==> config.mk <==
export PLATFORM = sky130hd
export DESIGN_NAME = struct_field_arbiter
export DESIGN_NICKNAME = d
export VERILOG_FILES = /design/src/rtl/struct_field_arbiter.sv
export SDC_FILE = /design/constraint.sdc
export NUM_CORES = 1
export LEC_CHECK = 0
export CAP_MARGIN = 20
export CORE_MARGIN = 2
export CORE_UTILIZATION = 39
export CTS_CLUSTER_DIAMETER = 100
export DETAILED_ROUTE_END_ITERATION = 10
export PLACE_DENSITY = 0.72
export SYNTH_ARGS = -nofsm -noshare
export SYNTH_HDL_FRONTEND = slang
export SYNTH_SLANG_ARGS = --single-unit
==> constraint.sdc <==
create_clock -name clk -period 1.8 [get_ports clk]
set_clock_uncertainty 0.05 [all_clocks]
set_input_delay 0.27 -clock clk [delete_from_list [all_inputs] [get_ports clk]]
set_output_delay 0.27 -clock clk [all_outputs]
set_load 0.02 [all_outputs]
==> src/rtl/struct_field_arbiter.sv <==
// Round-robin arbiter granting field-granular access to a packed {flag, value, tag} register.
// Optional STRUCT_ARB_LOCK_EN adds a per-requester lock that keeps the grant across back-to-back accesses.
module struct_field_arbiter #(
    parameter int unsigned NUM_REQ = 2,
    parameter int unsigned VALUE_W = 32,
    parameter int unsigned TAG_W   = 8
) (
    input  logic                       clk,
    input  logic                       reset,
    input  logic [NUM_REQ-1:0]         req,
    input  logic [NUM_REQ-1:0]         we,
    input  logic [2*NUM_REQ-1:0]       field_sel,
    input  logic [VALUE_W*NUM_REQ-1:0] wdata,
`ifdef STRUCT_ARB_LOCK_EN
    input  logic [NUM_REQ-1:0]         lock,
`endif
    output logic [NUM_REQ-1:0]         gnt,
    output logic [NUM_REQ-1:0]         ack,
    output logic [VALUE_W-1:0]         rdata,
    output logic                       busy,
    output logic [VALUE_W+TAG_W:0]     struct_out
);

    localparam int unsigned IDX_W = (NUM_REQ > 1) ? $clog2(NUM_REQ) : 1;

    typedef struct packed {
        logic               flag;
        logic [VALUE_W-1:0] value;
        logic [TAG_W-1:0]   tag;
    } fields_t;

    typedef enum logic [1:0] {
        F_FLAG,
        F_VALUE,
        F_TAG,
        F_RSVD
    } field_t;

    typedef enum logic [1:0] {
        S_IDLE,
        S_ACCESS,
        S_RELEASE
`ifdef STRUCT_ARB_LOCK_EN
        , S_LOCKED
`endif
    } state_t;

    state_t             state, state_d;
    fields_t            fields_q, fields_d;
    logic [NUM_REQ-1:0] gnt_d, ack_d;
    logic [VALUE_W-1:0] rdata_d;
    logic               busy_d;
    logic [IDX_W-1:0]   winner, winner_d;
    logic [IDX_W-1:0]   rr_ptr, rr_d;
    logic               served, served_d;
    logic [IDX_W-1:0]   pick, cand;
    logic               found;

    logic [1:0]         sel_a [NUM_REQ];
    logic [VALUE_W-1:0] wd_a  [NUM_REQ];

    for (genvar g = 0; g < NUM_REQ; g++) begin : g_unpack
        assign sel_a[g] = field_sel[2*g +: 2];
        assign wd_a[g]  = wdata[VALUE_W*g +: VALUE_W];
    end

    assign struct_out = fields_q;

    // First requester at or above rr_ptr, wrapping around.
    always_comb begin
        pick  = rr_ptr;
        cand  = '0;
        found = 1'b0;
        for (int unsigned k = 0; k < NUM_REQ; k++) begin
            cand = IDX_W'((32'(rr_ptr) + k) % NUM_REQ);
            if (!found && req[cand]) begin
                pick  = cand;
                found = 1'b1;
            end
        end
    end

    always_comb begin
        state_d  = state;
        gnt_d    = gnt;
        ack_d    = '0;
        rdata_d  = rdata;
        busy_d   = busy;
        fields_d = fields_q;
        winner_d = winner;
        rr_d     = rr_ptr;
        served_d = served;
        case (state)
            S_IDLE: begin
                if (|req) begin
                    winner_d    = pick;
                    gnt_d       = '0;
                    gnt_d[pick] = 1'b1;
                    busy_d      = 1'b1;
                    served_d    = 1'b0;
                    state_d     = S_ACCESS;
                end
            end
            S_ACCESS: begin
                state_d = S_RELEASE;
                if (req[winner]) begin
                    served_d      = 1'b1;
                    ack_d[winner] = 1'b1;
                    if (we[winner]) begin
                        case (field_t'(sel_a[winner]))
                            F_FLAG:  fields_d.flag  = wd_a[winner][0];
                            F_VALUE: fields_d.value = wd_a[winner];
                            F_TAG:   fields_d.tag   = wd_a[winner][TAG_W-1:0];
                            default: ;
                        endcase
                    end else begin
                        case (field_t'(sel_a[winner]))
                            F_FLAG:  rdata_d = VALUE_W'(fields_q.flag);
                            F_VALUE: rdata_d = fields_q.value;
                            F_TAG:   rdata_d = VALUE_W'(fields_q.tag);
                            default: rdata_d = '0;
                        endcase
                    end
`ifdef STRUCT_ARB_LOCK_EN
                    if (lock[winner]) state_d = S_LOCKED;
`endif
                end
            end
            S_RELEASE: begin
                gnt_d   = '0;
                busy_d  = 1'b0;
                state_d = S_IDLE;
                if (served) rr_d = (32'(winner) == NUM_REQ - 1) ? '0 : winner + 1'b1;
            end
`ifdef STRUCT_ARB_LOCK_EN
            S_LOCKED: begin
                if (req[winner])       state_d = S_ACCESS;
                else if (!lock[winner]) state_d = S_RELEASE;
            end
`endif
            default: state_d = S_IDLE;
        endcase
    end

    always_ff @(posedge clk or negedge reset) begin
        if (!reset) begin
            state    <= S_IDLE;
            gnt      <= '0;
            ack      <= '0;
            rdata    <= '0;
            busy     <= 1'b0;
            fields_q <= '0;
            winner   <= '0;
            rr_ptr   <= '0;
            served   <= 1'b0;
        end else begin
            state    <= state_d;
            gnt      <= gnt_d;
            ack      <= ack_d;
            rdata    <= rdata_d;
            busy     <= busy_d;
            fields_q <= fields_d;
            winner   <= winner_d;
            rr_ptr   <= rr_d;
            served   <= served_d;
        end
    end

endmodule

==> impl_results.md, run 1 <==
* Yosys top cell area share at 54.91%
* Final hold vios at 0
* Power Dens Cells at 1718 nW/µm²
* Largest net degree at the start of global routing at 32
* Placed cells at 648
* GRT overflow at 0
* Register bit count reported by yosys at 83
* Worst hold path class: in2async
* Total track usage at 20.34%
* Die Height at 102.5 µm
* Initial antenna violation count at 0
* Pre-Repair DR Iteration Count at 4
* Full die area at 10,500 µm²
* CTS buffer count at 9
* Synth Cell Area at 3782 µm²
* Crit path arrival time at 2.03 ns
* Non-filler instance count after layout at 678
* Synth-to-layout area growth at 63.45%
* Die Span X at 102.5 µm
* Post-synth top area cell: dfrtp_1
* Critical Path End Type: register
* DP Area at 5695 µm²
* Final instance area at 6182 µm²
* Layout cells sized above 1 at 18.58%
* Worst r2r dst: struct_out[7]$_DFFE_PN0P_
* CTS tree: done
* Max Root-Sink Buffers at 2
* Via/cell ratio at 4.919
* Dominant synthesized flop cell: dfrtp_1
* Clock Latency Late Sink at 0.35 ns
* Detailed-route wire length at 10,780 µm
* Final Setup Violations at 37
* Top cells by area, synth: dfrtp_1 (55%), mux2i_1 (9.5%), a21oi_2 (6.5%), nor2_1 (5.0%), o21ai_0 (3.8%)
* Nets at 618
* DR WL/cell at 15.90 µm
* Syn_nets at 433
* Final GP Congestion at 0.8295
* Worst slew pin tran at 0.4079 ns
* Reg-to-Reg Start: winner$_DFFE_PN0P_
* Register area share after synthesis at 54.91%
* Synthesis warning total at 0
* Global-route wire length before repair at 16,490 µm
* Netlist cell types at 29
* Setup TNS at -0.7790 ns
* Cell with the most instances after synthesis: dfrtp_1
* Lkg Pwr at 2.607 nW
* Outcome: complete, but fails checks
* Max frequency at 541.7 MHz
* Post-synth EDFFs at 0
* Syn Inst Count at 359
* Slew margin rel. at 72.52%
* Worst setup SP type: input port
* Final ANT Viol Nets at 0
* Max-slew violations at 0
* Top cells by count, synth: dfrtp_1 (83), nor2_1 (50), mux2i_1 (36)
* H-Tree Depth at 3
* Data required time of the critical path at 1.98 ns
* IO Count at 152
* FFs w/ async S/R, synth at 100.0%
* VDD IR max at 0.0008972 V
* RSZ-0062 raised after global routing: yes
* Tmin final at 1.846 ns
* Setup slack after layout at -0.04619 ns
* N_diodes at 0
* Syn avg cell area at 10.54 µm²
* Flop2flop setup slack at -0.04 ns
* Core Area at 9328 µm²
* Clock transition at path regs at 0.10 ns
* Setup WS pre-CTS at -0.3989 ns
* IO buf count at 151
* Critical path fanouts, max at 9
* Fillers at 742
* Final worst-path cycle share at 102.6%
* Clk root buf: clkbuf_8
* DRC at 0
* Worst Path Class, Setup: in2reg
* Failing checks: setup timing
* Number of global-route vias before repair at 3,439
* # Max-Cap Violations at 0
* Hold Worst Slack at 0.3470 ns
* Detailed Route Iter0 Violations at 78
* DPL Wire Length at 7377 µm
* Initial Utilization at 40.55%
* Core Rows at 35
* Cells on worst reg2reg path at 5
* CTS Sinks at 83
* DR vias at 3,335
[area by class of cell]
class	count	area (µm²)	share of cell area (%)
clock buffer	11	151.4	2.449
clock inverter	5	37.54	0.6072
inverter	29	108.9	1.761
multi-input combinational	224	1475	23.86
sequential	83	2078	33.62
tap	129	161.4	2.611
timing repair buffer	197	2170	35.09
[sequential cells by signal, summed over array words and instances (netlist names)]
| register | flops |
|---|---|
| served | 1 |
| gnt | 2 |
| struct_out | 41 |
| winner | 1 |
| ack | 2 |
| rdata | 32 |
| state | 2 |
| rr_ptr | 1 |
| busy | 1 |
[logic make-up (layout without fill, tap and decap cells)]
kind of cell	after synthesis	count (layout)	share of synthesized area [%]
AO/OA/AOI/OAI	95	95	17.43
buffers and inverters	52	242	6.814
flip-flops	83	83	54.91
multiplexers	37	37	9.825
AND/OR/NAND/NOR	92	92	11.02
[per-stage QoR]
step / utilization [%] / power (mW)
floorplan: - / 6.309
global placement: 61.06 / 8.954
detailed placement: 61.06 / 9.087
CTS: 64.52 / 10.51
global route: 66.28 / 11.30
finish: 66.28 / 10.62
[worst max-delay path, stage by stage]
cell	delay, ns
clkdlybuf4s50_1	0.51
or3b_4	0.41
a2111oi_4	0.36
buf_12	0.20
buf_12	0.11
buf_16	0.11
a21oi_2	0.05
[layout by cell type (no fill, tap or decap), types with 3 or more instances in the layout]
cell type        Yosys  final
a22oi_1              8      8
mux2i_1             36     36
nand3_1             25     24
dfrtp_1             83     82
nor2_1              50     50
buf_4                1     23
buf_12               0     12
a21oi_2             28     30
nand2_1              7      7
inv_1               29     29
clkbuf_16            0      5
o21ai_0             29     11
buf_16               0      3
o21ai_1              0     17
clkdlybuf4s50_1      0    150
a21oi_1             23     21
clkbuf_8             0     11
[layer usage]
layer	vias up	global-route usage, %	part of all wire (%)
met1	1600	24.61	41
li1	1603	-	-
met5	-	0	0
met3	14	3.694	6.0
met4	0	8.103	2.0
met2	118	35.80	51
[how the worst max path moves through the flow]
stage	start	end	depth (start not counted)
5_1_grt	winner$_DFFE_PN0P_	struct_out[1]$_DFFE_PN0P_	5
2_1_floorplan	winner$_DFFE_PN0P_	struct_out[14]$_DFFE_PN0P_	6
6_report	field_sel[0]	struct_out[31]$_DFFE_PN0P_	7
4_1_cts	winner$_DFFE_PN0P_	struct_out[7]$_DFFE_PN0P_	5
3_5_place_dp	field_sel[1]	struct_out[7]$_DFFE_PN0P_	6
3_3_place_gp	field_sel[0]	struct_out[9]$_DFFE_PN0P_	7
[report_power, final]
| group | leakage (nW) | internal [mW] | total, mW | switching (mW) |
|---|---|---|---|---|
| logic | 1.48 | 2.93 | 5.92 | 2.98 |
| registers | 1.04 | 2.78 | 3.44 | 0.655 |
| clock network | 0.0915 | 0.579 | 1.27 | 0.687 |
| total | 2.61 | 6.29 | 10.6 | 4.33 |
[what timing repair did]
item,in CTS,in global routing
gates resized for setup,5,23
hold buffers,1,0
pin swaps,0,2
endpoints found under the setup margin,48,66
setup buffers,3,2
endpoints found under the hold margin,28,0
gates cloned,3,5
Note: power is estimated with default switching activity, not from simulation.
==> inputs of run 2 (changes only) <==
CAP_MARGIN = default   (was 20)
==> results of run 2 <==
Same layout as run 1: the final DEF is identical, and so are final timing and power.
